$ cat src/rtl/video_linebuf_writer.sv
// Fills the idle scanline bank from the renderer pixel stream, ping-ponging banks on start_of_line.
// Write latency 1 cycle after accept; pix_ready drops on the swap cycle and outside STREAM.
module video_linebuf_writer #(
  parameter int H_ACTIVE = 640,
  parameter int V_ACTIVE = 480,
  parameter int V_TOTAL  = 525
) (
  input  logic        i_clk,
  input  logic        i_rst,
  input  logic        i_start_of_line,
  input  logic        i_start_of_screen,
  output logic        o_display_bank,
  output logic [10:0] o_linebuf_wr_idx,
  output logic [11:0] o_linebuf_wr_data,
  output logic        o_linebuf_wr_en,
  output logic        o_pix_line_req,
  output logic [8:0]  o_pix_line,
  output logic        o_pix_abort,
  input  logic        i_pix_valid,
  input  logic [11:0] i_pix_data,
  output logic        o_pix_ready,
  output logic        o_underrun,
  input  logic        i_underrun_clr
);

  localparam int XW = 10;
  localparam int LW = 10;

  typedef enum logic [1:0] {IDLE, REQ, STREAM, DONE} state_t;

  state_t          r_state;
  state_t          w_state_nxt;
  logic            r_display_bank;
  logic [LW-1:0]   r_display_line;
  logic [XW-1:0]   r_x;
  logic            r_wr_en;
  logic [10:0]     r_wr_idx;
  logic [11:0]     r_wr_data;
  logic            r_line_req;
  logic [8:0]      r_pix_line;
  logic            r_underrun;

  logic [LW-1:0]   w_next_line;
  logic [LW-1:0]   w_render_line;
  logic            w_render_vis;
  logic            w_ready;
  logic            w_accept;
  logic            w_abort;
  logic            w_last_pix;

  always_comb begin
    w_next_line = '0;
    if (!i_start_of_screen && (r_display_line != LW'(V_TOTAL - 1)))
      w_next_line = r_display_line + 1'b1;
    // Render one line ahead of the line about to be displayed.
    w_render_line = (w_next_line == LW'(V_TOTAL - 1)) ? '0 : w_next_line + 1'b1;
    w_render_vis  = (w_render_line < LW'(V_ACTIVE));
    w_ready       = (r_state == STREAM) && !i_start_of_line;
    w_accept      = w_ready && i_pix_valid;
    w_abort       = i_start_of_line && ((r_state == REQ) || (r_state == STREAM));
    w_last_pix    = (r_x == XW'(H_ACTIVE - 1));
  end

  always_ff @(posedge i_clk or posedge i_rst) begin
    if (i_rst) r_state <= IDLE;
    else       r_state <= w_state_nxt;
  end

  always_comb begin
    w_state_nxt = r_state;
    if (i_start_of_line) begin
      w_state_nxt = w_render_vis ? REQ : IDLE;
    end else begin
      case (r_state)
        REQ:     w_state_nxt = STREAM;
        STREAM:  if (w_accept && w_last_pix) w_state_nxt = DONE;
        default: w_state_nxt = r_state;
      endcase
    end
  end

  always_ff @(posedge i_clk or posedge i_rst) begin
    if (i_rst) begin
      r_display_bank <= 1'b0;
      r_display_line <= '0;
      r_x            <= '0;
      r_wr_en        <= 1'b0;
      r_wr_idx       <= '0;
      r_wr_data      <= '0;
      r_line_req     <= 1'b0;
      r_pix_line     <= '0;
      r_underrun     <= 1'b0;
    end else begin
      r_line_req <= 1'b0;
      r_wr_en    <= w_accept;
      if (i_start_of_line) begin
        r_display_bank <= ~r_display_bank;
        r_display_line <= w_next_line;
        if (w_render_vis) begin
          r_line_req <= 1'b1;
          r_pix_line <= w_render_line[8:0];
        end
      end
      if (r_state == REQ) r_x <= '0;
      // Bank is sampled at accept; a write trailing a swap still lands in the old bank.
      if (w_accept) begin
        r_wr_idx  <= {~r_display_bank, r_x};
        r_wr_data <= i_pix_data;
        if (!w_last_pix) r_x <= r_x + 1'b1;
      end
      if (w_abort)             r_underrun <= 1'b1;
      else if (i_underrun_clr) r_underrun <= 1'b0;
    end
  end

  assign o_display_bank    = r_display_bank;
  assign o_linebuf_wr_idx  = r_wr_idx;
  assign o_linebuf_wr_data = r_wr_data;
  assign o_linebuf_wr_en   = r_wr_en;
  assign o_pix_line_req    = r_line_req;
  assign o_pix_line        = r_pix_line;
  assign o_pix_abort       = w_abort;
  assign o_pix_ready       = w_ready;
  assign o_underrun        = r_underrun | w_abort;

endmodule

$ cat config.mk
export PLATFORM = sky130hd
export DESIGN_NAME = video_linebuf_writer
export DESIGN_NICKNAME = d
export VERILOG_FILES = /design/src/rtl/video_linebuf_writer.sv
export SDC_FILE = /design/constraint.sdc
export NUM_CORES = 1
export LEC_CHECK = 0
export BUFFER_PORTS_ARGS = -buffer_cell sky130_fd_sc_hd__buf_2
export CORE_ASPECT_RATIO = 1.1
export CORE_MARGIN = 2
export CORE_UTILIZATION = 45
export CTS_BUF_LIST = sky130_fd_sc_hd__clkbuf_16
export CTS_CLUSTER_SIZE = 25
export DETAILED_ROUTE_END_ITERATION = 10
export GPL_ROUTABILITY_DRIVEN = 0
export PLACE_DENSITY = 0.67
export SLEW_MARGIN = 30
export SYNTH_ARGS = -nofsm -noshare
export SYNTH_HDL_FRONTEND = slang
export SYNTH_SLANG_ARGS = --single-unit
$ cat constraint.sdc
create_clock -name i_clk -period 8.4 [get_ports i_clk]
set_input_delay 0.42 -clock i_clk [delete_from_list [all_inputs] [get_ports i_clk]]
set_output_delay 0.42 -clock i_clk [all_outputs]
set_load 0.05 [all_outputs]
# After elaboration in Yosys (flattened, before gate mapping)
# Index checks and enable logic that the tools add are counted.
totals:
  inputBits: 18
  reg_bits: 58
classes:
  n_eq_ne: 6
  muxes: 13
  n_reduce_logical: 12
  n_bitwise: 2
  magnitude_cmp: 1
  add_sub_neg: 3
op_table:
  columns: ["cell", "n"]
  rows:
  - ["two-way mux 10 bit", 5]
  - ["adder 10 x 1 -> 10 bit (second input constant)", 3]
  - ["== test 10 bit (second input constant)", 2]
  - ["< comparator 10 x 9 -> 1 bit (second input constant)", 1]
  - ["inequality test 10 bit (second input constant)", 1]
  - ["logical AND 1 bit", 5]
  - ["two-way mux 1 bit", 5]
  - ["two-way mux 2 bit", 2]
  - ["one-hot mux 2 bit (2 select lines)", 1]
  - ["AND reduction 2 bit", 2]
  - ["inequality test 3 x 2 -> 1 bit (second input constant)", 1]
  - ["nonzero test 3 bit", 1]
  - ["== test 2 x 1 -> 1 bit (second input constant)", 1]
  - ["== test 2 bit (second input constant)", 1]
  - ["zero test 1 bit", 2]
  - ["nonzero test 2 bit", 1]
  - ["logical OR 1 bit", 1]
  - ["inverter 1 bit", 1]
  - ["bitwise OR 1 bit", 1]

# Logic depth before layout (Yosys ltp)
# Gate-level depths: netlist of run 1.
depth:
  ltp_word: 8
  mapped_depth: 11

# Worst setup path before layout of run 1
# OpenSTA, ideal clock, no wires.
synth_timing:
  path_kind: "flip-flop to flip-flop"
  from: "reg r_display_line[0]"
  to: "reg r_pix_line[1], in the netlist o_pix_line[1]"
  n_path_buf: 1
  period_less_slack_ps: 2866
  path_stages_with_launch: 11
  setup_ps: 125
  t_arrival_ps: 2741
  slack_ps: 5534
  path_cell_list: "dfrtp_1 -> clkbuf_4 -> inv_1 -> ha_1 -> nor3b_4 -> a21bo_1 -> a211oi_2 -> xnor2_1 -> or4_4 -> nand3_4 -> mux2_4"
synth_via:
  elab_chain_len: 7
  word_cells_on_any_way: 9
  cone_classes: "2 x add/sub; 1 x order compare; 2 x eq/ne; 2 x mux; 2 x reduce/logical"
synth_lines:
  columns: ["element", "line", "text"]
  rows:
  - ["start: declaration", "34", "logic [LW-1:0] r_display_line;"]
  - ["start signal: assignment", "98", "r_display_line <= w_next_line;"]
  - ["parallel branches: the longest is 2 deep, another holds adder 10 x 1 -> 10 bit", null, null]
  - ["two-way mux 10 bit *", "53", "if (!i_start_of_screen && (r_display_line != LW'(V_TOTAL - 1)))"]
  - ["adder 10 x 1 -> 10 bit or == test 10 bit (tied branches)", "56", "w_render_line = (w_next_line == LW'(V_TOTAL - 1)) ? '0 : w_next_line + 1'b1;"]
  - ["two-way mux 10 bit *", "56", null]
  - ["< comparator 10 x 9 -> 1 bit", "57", "w_render_vis = (w_render_line < LW'(V_ACTIVE));"]
  - ["AND reduction 2 bit (no source line)", null, null]
  - ["end signal: assignment", "101", "r_pix_line <= w_render_line[8:0];"]
  - ["end: declaration", "40", "logic [8:0] r_pix_line;"]
# Mark *: on every way between the ends.
# A chain may end at the register's enable or synchronous reset.

# Worst setup path after layout of run 1
# Ends and elaborated chain as after synthesis.

==> flow_metrics.py, run 1 <==
metrics = {
    "final_layout": {
        "seq_area_sq_um": 1450,
        "syn_to_final_growth_pct": 20.3,
        "diodes": 0,
        "num-fill-cells": 629,
        "multi_input_area_sq_um": 1490,
        "drive_gt1_frac": 0.233,
        "final_nets": 417,
    },
    "logic_synthesis": {
        "async_flop_share": 1.00,
        "netlist_instances": 345,
        "synth-simple-area-share": 0.248,
        "synthXorXnorAreaFrac": 0.0341,
        "syn-cell-area_sq_um": 3090,
        "ys_types": 55,
        "synth_top_family_by_area": "simple AND/OR/NAND/NOR gates",
        "synth-seq-area-share": 0.470,
        "synthAdderAreaFrac": 0.0235,
        "syn_area_per_cell_sq_um": 8.94,
        "synth_ff_type": "dfrtp_1",
        "synth.yosys.warnings": 0,
        "synth_seq_cells": 58,
        "synth-edff-count": 0,
        "syn-num-nets": 368,
        "synth_compound_area_frac": 0.135,
        "synthMuxAreaShare": 0.0418,
    },
    "timing": {
        "maxSlewViolCount": 0,
        "fmax_ghz": 0.308,
        "period_needed_ns": 3.25,
        "finalSetupViolations": 0,
        "rsz0062_at_grt": "no",
        "period_share": 0.387,
        "tightest_slew_ns": 0.838,
        "final.setup.tns_ns": 0,
        "slew_headroom": 0.441,
        "hold_viol": 0,
        "fin_worst_skew_ns": 0.00606,
        "hold_ws_ns": 0.285,
    },
    "die": {
        "initial_core_util": 0.468,
        "io_pins": 56,
        "die_area_sq_um": 7540,
        "die_x_um": 83.0,
        "row_count": 31,
        "core_area_sq_um": 6590,
        "die_h_um": 90.8,
    },
    "run": {
        "drv_cap": 0,
    },
    "power_and_ir_drop": {
        "peakVddDrop_mv": 0.173,
        "power_density_nw_per_um2": 268,
        "p_leak_uw": 0.00187,
    },
    "critical_path": {
        "critPathKind": "register to register",
        "cp_slowest_cell": "dfrtp_1",
        "crit-reg2reg-launch": "r_display_line[0]$_DFFE_PP0P_",
        "worstSetupEndpointType": "register",
        "critPathMaxStageDelay_ns": 0.66,
        "startpoint": "r_display_line[0]$_DFFE_PP0P_",
        "path_max_fanout": 13,
        "cp.required_ns": 8.60,
        "start_kind": "register",
        "arrival_ns": 3.45,
        "cp_cell_sequence": "inv_1 -> ha_1 -> nor3b_4 -> a21bo_1 -> a211oi_2 -> xnor2_1 -> or4_4 -> nand3_4 -> mux2_4",
    },
    "clock_tree": {
        "cts_hold_buf": 0,
        "worstSkewPairLatency_ns": 0.32,
        "ctsResizeCount": 0,
        "cts_buffers": 9,
        "post_cts_buffers": 0,
        "clk_pin_slew_ns": 0.05,
        "h-tree-depth": 3,
        "cts_buffer_depth": 2,
        "cts_tree": "yes",
        "root_buffer": "clkbuf_16",
        "cts_sinks": 58,
    },
    "min_path": {
        "hp-class": "input pin to register",
        "worst_hold_startpoint": "i_underrun_clr",
    },
    "detailed_routing": {
        "drtPass1Iterations": 4,
        "wl_per_cell_um": 14.2,
        "vias": 2569,
        "routed_wl_um": 6810,
        "drt_iter0_markers": 103,
        "drc_errors": 0,
        "vias_per_cell": 5.34,
        "antenna_left": 0,
    },
    "placement": {
        "dp_hpwl_um": 4580,
        "port_buffers": 55,
    },
    "global_route": {
        "grt.total_usage": 0.190,
        "grt_max_degree": 59,
        "grt-ovfl-total": 0,
        "grt_pass1_vias": 2530,
        "grt_pass1_wl_um": 11700,
        "antenna_found_initial": 0,
    },
    "run_status": {
        "status": "complete, no violations",
    },
}
==> worst max-delay path, delay by kind of cell, from the launching register on <==
kind	cells	cell delay (ns)
AO/OA/AOI/OAI	2	0.47
XOR/XNOR	1	0.16
adder cells (fa/ha/maj)	1	0.40
buffers and inverters	1	0.18
flip-flops	1	0.66
multiplexers	1	0.32
AND/OR/NAND/NOR	3	0.94
==> cell families (layout without fill, tap and decap cells) <==
kind of cell,count (synthesis),count (layout)
and+or+nand+nor,160,160
AOI/OAI and AO/OA,63,63
DFF,58,58
buffers and inverters,36,90
xor gates and xnor gates,12,12
muxes,10,10
adders and majority gates,6,6
==> state kept, by name, summed over array words and instances, names as in the netlist, 2 cells and up <==
signal / flops
o_linebuf_wr_data: 12
o_linebuf_wr_idx: 11
r_display_line: 10
o_pix_line: 9
r_x: 10
r_state: 2
==> worst paths after layout <==
kind | end | slack [ns] | cells past startpoint
worst min register to register | o_linebuf_wr_data[0]$_DFFE_PP0P_ | 0.46 | 2
worst min-delay path | r_underrun$_DFFE_PP0P_ | 0.28 | 2
worst max register to register | o_pix_line[1]$_DFFE_PP0P_ | 5.15 | 9
min in group asynchronous | r_display_line[7]$_DFFE_PP0P_ | 0.31 | 3
max in group asynchronous | o_pix_line[2]$_DFFE_PP0P_ | 7.60 | 3
worst max-delay path | o_pix_line[1]$_DFFE_PP0P_ | 5.15 | 9
==> per-layer routing <==
layer,track usage,vias to the layer above,wire [um]
met2,0.329,56,3470
met5,0,-,0
met3,0.0494,6,250
met1,0.231,1231,3030
met4,0.0574,0,61
li1,-,1276,-
==> per-stage QoR <==
stage	instance area, sq um	util	instances	worst slack, ns	total power (uW)
after floorplan	3090	-	345	5.53	561
after global placement	3400	0.515	465	5.01	622
after detailed placement	3400	0.515	465	4.85	625
after CTS	3710	0.562	481	5.02	1010
after global routing	3710	0.563	481	4.97	1040
final	3710	0.563	481	5.15	995
==> power by group <==
group | switching (uW) | internal, uW
clock | 121 | 256
combinational | 210 | 61.1
sequential | 25.8 | 322
total | 357 | 639
==> final cells by class <==
type                            count  area share
Sequential cell                    58       0.391
Timing Repair Buffer               57      0.0782
Tap cell                           82      0.0276
Inverter                           17      0.0172
Clock buffer                        9      0.0607
Multi-Input combinational cell    251       0.402
Clock inverter                      7      0.0229
==> layout by cell type, fill, tap and decap left out, drive strengths merged, types with 3 or more instances in the layout <==
cell and n:
a21oi 9, clkinv 3, nand2 88, a31oi 3, nor2 17, dfrtp 58
xnor2 4, mux2 8, nand2b 5, nor4 3, nand4 3, o21ai 30
buf 57, nor3 5, ha 5, nand3 21, xor2 8, and3 6
o31ai 3, inv 18, clkbuf 9
==> synthesized netlist by cell type, drive strengths merged, types with 2 or more instances <==
| library cell | instances | area [sq um] |
|---|---|---|
| nand2 | 88 | 330 |
| nor3 | 5 | 25.0 |
| o22ai | 2 | 12.5 |
| buf | 8 | 36.3 |
| a32o | 2 | 20.0 |
| nand3 | 21 | 123 |
| and3 | 6 | 37.5 |
| or3 | 2 | 12.5 |
| a31o | 2 | 17.5 |
| o31ai | 3 | 22.5 |
| nor2 | 17 | 66.3 |
| nand4b | 2 | 17.5 |
| xnor2 | 4 | 35.0 |
| o41ai | 2 | 17.5 |
| a21oi | 9 | 48.8 |
| nand2b | 5 | 31.3 |
| nor2b | 2 | 12.5 |
| nand4 | 3 | 18.8 |
| clkbuf | 11 | 45.1 |
| dfrtp | 58 | 1450 |
| ha | 5 | 62.6 |
| a31oi | 3 | 18.8 |
| nor4 | 3 | 25.0 |
| a311oi | 2 | 35.0 |
| o21ai | 30 | 150 |
| mux2 | 8 | 109 |
| mux2i | 2 | 20.0 |
| xor2 | 8 | 70.1 |
| inv | 17 | 63.8 |
(Power assumes the default switching activity.)
==> run 2: changes to the inputs <==
Clock period 8.4 ns to 3.2 ns, I/O delays scaled along.
==> run 2 against run 1 <==
Clock-buffer cell count is the same. Cell count up 1.0%. Critical path depth stayed put. Non-clock buffer count rose by 5. Design area grew 0.91%. Critical path type unchanged. Largest power group unchanged.
==> flow_metrics.py, run 2 (synthesized netlist as in run 1, its figures left out) <==
metrics = {
    "clock_tree": {
        "cts_buffers": 9,
        "clk_pin_slew_ns": 0.05,
        "cts_buffer_depth": 2,
        "root_buffer": "clkbuf_16",
        "post_cts_buffers": 0,
        "worstSkewPairLatency_ns": 0.32,
        "cts_sinks": 58,
        "h-tree-depth": 3,
        "ctsResizeCount": 0,
        "cts_tree": "yes",
    },
    "detailed_routing": {
        "wl_per_cell_um": 14.3,
        "drc_errors": 0,
        "drt_iter0_markers": 131,
        "antenna_left": 0,
        "vias": 2607,
        "vias_per_cell": 5.36,
        "drtPass1Iterations": 4,
        "routed_wl_um": 6930,
    },
    "critical_path": {
        "critPathKind": "register to register",
        "cp_num_buf_inv": 1,
        "cp_slowest_cell": "or4_4",
        "start_kind": "register",
        "worstSetupEndpointType": "register",
        "crit_family": "simple AND/OR/NAND/NOR gates",
        "arrival_ns": 3.13,
        "cp.required_ns": 3.40,
        "cp_cell_sequence": "inv_1 -> ha_1 -> nor3b_4 -> a21bo_1 -> a211oi_2 -> xnor2_1 -> or4_4 -> nand3_4 -> mux2_4",
        "path_max_fanout": 10,
        "critPathMaxStageDelay_ns": 0.46,
    },
    "die": {
        "die_h_um": 90.8,
        "row_count": 31,
        "io_pins": 56,
        "initial_core_util": 0.468,
        "die_area_sq_um": 7540,
        "die_x_um": 83.0,
        "core_area_sq_um": 6590,
    },
    "power_and_ir_drop": {
        "power_density_nw_per_um2": 701,
        "total_power_uw": 2630,
        "p_leak_uw": 0.00188,
        "peakVddDrop_mv": 0.521,
    },
    "run": {
        "drv_cap": 0,
    },
    "final_layout": {
        "final_nets": 422,
        "drive_gt1_frac": 0.235,
        "mostFrequentLayoutCell": "nand2_1",
        "largest_reg_flops": 12,
        "design_area_sq_um": 3750,
        "syn_to_final_growth_pct": 21.4,
        "layout_common_cells": "nand2_1, dfrtp_1, buf_2",
        "diodes": 0,
    },
    "timing": {
        "finalSetupViolations": 0,
        "final.setup.tns_ns": 0,
        "rsz0062_at_grt": "no",
        "maxSlewViolCount": 0,
        "tightest_slew_ns": 0.678,
        "fin_ws_ns": 0.269,
        "period_share": 0.916,
        "period_needed_ns": 2.93,
        "slew_headroom": 0.548,
        "hold_viol": 0,
        "fmax_ghz": 0.341,
        "fin_worst_skew_ns": 0.00425,
    },
    "global_route": {
        "grt_pass1_wl_um": 11900,
        "antenna_found_initial": 0,
        "grt.total_usage": 0.195,
        "grt_max_degree": 34,
        "grt-ovfl-total": 0,
        "grt_pass1_vias": 2611,
    },
    "min_path": {
        "hp-class": "input pin to register",
    },
    "placement": {
        "dp_hpwl_um": 4760,
        "port_buffers": 55,
        "dp_slack_ns": 0.290,
        "place_area_sq_um": 3430,
    },
    "run_status": {
        "status": "complete, no violations",
    },
}
## run 2: cell count changes in the layout (fill, tap and decap cells not counted), sizes merged
cell,before,now
dlygate4sd3,0,1
clkinv,3,4
buf,57,61
inv,18,17
## run 2: power by group
| part | total, uW | internal (uW) | leakage, uW | switching, uW |
|---|---|---|---|---|
| sequential | 907 | 844 | 0.000775 | 63.1 |
| clock | 996 | 671 | 0.000148 | 325 |
| combinational | 724 | 165 | 0.000961 | 558 |
| total | 2630 | 1680 | 0.00188 | 947 |
## run 2: cell type report
type | instances | area (sq um)
inverters | 17 | 63.8
fillers | 604 | 2850
multi-input cells | 251 | 1490
repair buffers | 62 | 330
clock buffers | 9 | 225
well taps | 82 | 103
clock inverters | 7 | 83.8
flip-flops and latches | 58 | 1450
## run 2: layer usage
| layer | wire length (um) | global-route usage | up-vias |
|---|---|---|---|
| li1 | - | - | 1286 |
| met4 | 94 | 0.0765 | 0 |
| met1 | 3000 | 0.237 | 1251 |
| met5 | 0 | 0 | - |
| met2 | 3570 | 0.329 | 60 |
| met3 | 266 | 0.0512 | 10 |
## run 2: final timing paths
check                                              endpoint  cells past startpoint  slack (ns)                       startpoint
setup reg to reg                  o_pix_line[7]$_DFFE_PP0P_                      9        0.27    r_display_line[0]$_DFFE_PP0P_
setup / recovery                  o_pix_line[7]$_DFFE_PP0P_                      9        0.27    r_display_line[0]$_DFFE_PP0P_
max in group asynchronous                  r_x[8]$_DFF_PP0_                      4        1.93                            i_rst
min in group asynchronous   o_linebuf_wr_idx[1]$_DFFE_PP0P_                      3        0.49                            i_rst
hold reg to reg             o_linebuf_wr_idx[2]$_DFFE_PP0P_                      2        0.46  o_linebuf_wr_idx[2]$_DFFE_PP0P_
hold / removal             o_linebuf_wr_data[2]$_DFFE_PP0P_                      3        0.02                    i_pix_data[2]
## run 2: worst register-to-register path: cells and delay by family (launching register included)
| kind | cells | cell delay [ns] |
|---|---|---|
| simple gates | 3 | 0.92 |
| compound gates | 2 | 0.47 |
| flops | 1 | 0.45 |
| fa+ha+maj | 1 | 0.38 |
| mux | 1 | 0.32 |
| xor+xnor | 1 | 0.14 |
| buf+inv | 1 | 0.12 |
## run 2: what timing repair did
action / 4_1_cts / 5_1_grt
hold buffers: 1 / 0
endpoints found under the setup margin: 0 / 0
endpoints found under the hold margin: 32 / 0
## run 2: through the flow
stage	cells	hold WS, ns	utilization
after floorplan	345	0.256	-
after global placement	469	0.300	0.520
after detailed placement	469	0.312	0.520
after CTS	486	0.0128	0.568
after global routing	486	0.0294	0.568
final	486	0.0230	0.568
==> run 3: changes to the inputs <==
Settings changed: SETUP_SLACK_MARGIN set to 0.4.
==> run 3 against run 2 <==
The run now ends with hold timing left. Clock power fell by 16%. Setup slack improved by 0.21 ns. Total power down 5.6%.
==> flow_metrics.py, run 3 (synthesized netlist as in run 1, its figures left out) <==
metrics = {
    "run_status": {
        "status": "finished, violations left",
        "violations": "hold timing",
    },
    "final_layout": {
        "largest_reg_flops": 12,
        "drive_gt1_frac": 0.259,
        "fin_util": 0.568,
        "num-fill-cells": 597,
        "diodes": 0,
        "multi_input_area_sq_um": 1530,
        "layout_common_cells": "nand2_1, dfrtp_1, buf_2",
        "seq_area_sq_um": 1450,
        "mostFrequentLayoutCell": "nand2_1",
        "final_nets": 423,
        "syn_to_final_growth_pct": 21.4,
    },
    "global_route": {
        "grt-ovfl-total": 0,
        "top_usage_layer": "met2",
        "antenna_found_initial": 0,
        "grt_pass1_wl_um": 11800,
        "met1_usage": 0.239,
        "grt.total_usage": 0.195,
        "grt_pass1_vias": 2518,
        "grt_max_degree": 42,
        "grt.met3_usage": 0.0558,
        "use_met2": 0.330,
    },
    "critical_path": {
        "critPathMaxStageDelay_ns": 0.45,
        "cp_cell_sequence": "inv_1 -> ha_4 -> nor3b_4 -> a21bo_1 -> a211oi_2 -> xnor2_2 -> or4_4 -> nand3_4 -> mux2_4",
        "cp_num_buf_inv": 1,
        "arrival_ns": 2.92,
        "cp_slowest_cell": "or4_4",
        "critPathKind": "register to register",
        "cp.required_ns": 3.40,
        "path_max_fanout": 7,
        "worstSetupEndpointType": "register",
        "crit_family": "simple AND/OR/NAND/NOR gates",
        "start_kind": "register",
    },
    "detailed_routing": {
        "wl_per_cell_um": 14.1,
        "vias": 2599,
        "drt_iter0_markers": 119,
        "drtPass1Iterations": 5,
        "drc_errors": 0,
        "antenna_left": 0,
        "vias_per_cell": 5.34,
        "routed_wl_um": 6870,
    },
    "timing": {
        "period_needed_ns": 2.72,
        "slew_headroom": 0.524,
        "tightest_slew_ns": 0.713,
        "hold_ws_ns": -0.0697,
        "period_share": 0.850,
        "final.setup.tns_ns": 0,
        "rsz0062_at_grt": "yes",
        "hold_viol": 40,
        "fmax_ghz": 0.367,
        "maxSlewViolCount": 0,
        "fin_worst_skew_ns": 0.00737,
        "finalSetupViolations": 0,
    },
    "clock_tree": {
        "root_buffer": "clkbuf_16",
        "worstSkewPairLatency_ns": 0.32,
        "cts_buffer_depth": 2,
        "cts_hold_buf": 0,
        "cts_sinks": 58,
        "h-tree-depth": 3,
        "clk_pin_slew_ns": 0.05,
        "cts_tree": "yes",
        "cts_buffers": 9,
    },
    "die": {
        "row_count": 31,
        "die_area_sq_um": 7540,
        "core_area_sq_um": 6590,
        "die_x_um": 83.0,
        "io_pins": 56,
        "die_h_um": 90.8,
        "initial_core_util": 0.468,
    },
    "min_path": {
        "hp-class": "input pin to asynchronous set/reset pin",
    },
    "power_and_ir_drop": {
        "peakVddDrop_mv": 0.516,
        "power_density_nw_per_um2": 662,
        "p_leak_uw": 0.00187,
    },
    "placement": {
        "port_buffers": 55,
        "dp_hpwl_um": 4840,
    },
    "run": {
        "drv_cap": 0,
    },
}
-- run 3: changes by cell type in the layout (fill, tap and decap cells not counted), sizes merged --
| cell | previous run | this run |
|---|---|---|
| buf | 61 | 63 |
| bufinv | 2 | 0 |
| clkinv | 4 | 5 |
| clkinvlp | 1 | 2 |
| dlygate4sd3 | 1 | 0 |
-- run 3: power by group --
group          switching, uW  internal [uW]  leakage (uW)
logic                    561            172      0.000967
clock network            326            512      0.000130
registers               63.9            845      0.000772
-- run 3: worst paths after layout --
path | slack, ns | cells past startpoint | from | to
min in group i_clk | 0.02 | 3 | i_pix_data[10] | o_linebuf_wr_data[10]$_DFFE_PP0P_
worst min-delay path | -0.07 | 2 | i_rst | o_linebuf_wr_idx[0]$_DFFE_PP0P_
worst max register to register | 0.48 | 9 | r_display_line[1]$_DFFE_PP0P_ | o_pix_line[7]$_DFFE_PP0P_
worst min register to register | 0.46 | 2 | o_linebuf_wr_idx[6]$_DFFE_PP0P_ | o_linebuf_wr_idx[6]$_DFFE_PP0P_
worst max-delay path | 0.48 | 9 | r_display_line[1]$_DFFE_PP0P_ | o_pix_line[7]$_DFFE_PP0P_
max in group asynchronous | 2.55 | 3 | i_rst | o_pix_line[2]$_DFFE_PP0P_
-- run 3: layer usage --
metal / up-vias / part of all wire
li1: 1284 / -
met1: 1248 / 0.44
met2: 57 / 0.51
met3: 10 / 0.040
met4: 0 / 0.016
met5: - / 0
-- run 3: layout make-up --
class	count	area share
Clock buffer	9	0.0601
Clock inverter	7	0.0100
Inverter	17	0.0174
Multi-Input combinational cell	251	0.407
Sequential cell	58	0.388
Tap cell	82	0.0274
Timing Repair Buffer	63	0.0895
-- run 3: worst reg2reg max path, stage by stage (launching register included) --
cell and delay (ns):
dfrtp_2 0.44, inv_1 0.10, ha_4 0.30, nor3b_4 0.22, a21bo_1 0.24, a211oi_2 0.25
xnor2_2 0.12, or4_4 0.45, nand3_4 0.17, mux2_4 0.31
-- run 3: repair_timing --
item | 4_1_cts | 5_1_grt
gates resized for setup | 2 | 5
endpoints found under the setup margin | 4 | 4
setup buffers | 0 | 2
gates cloned | 0 | 0
pin swaps | 0 | 2
-- run 3: per-stage QoR --
step                total power, uW  setup slack (ns)  cell area, sq um  instances
finish                         2480             0.479              3740        487
detailed placement             1650             0.341              3440        469
global route                   2610             0.384              3740        487
global placement               1640             0.439              3440        469
CTS                            2500             0.467              3710        485
floorplan                      1480             0.426              3100        345
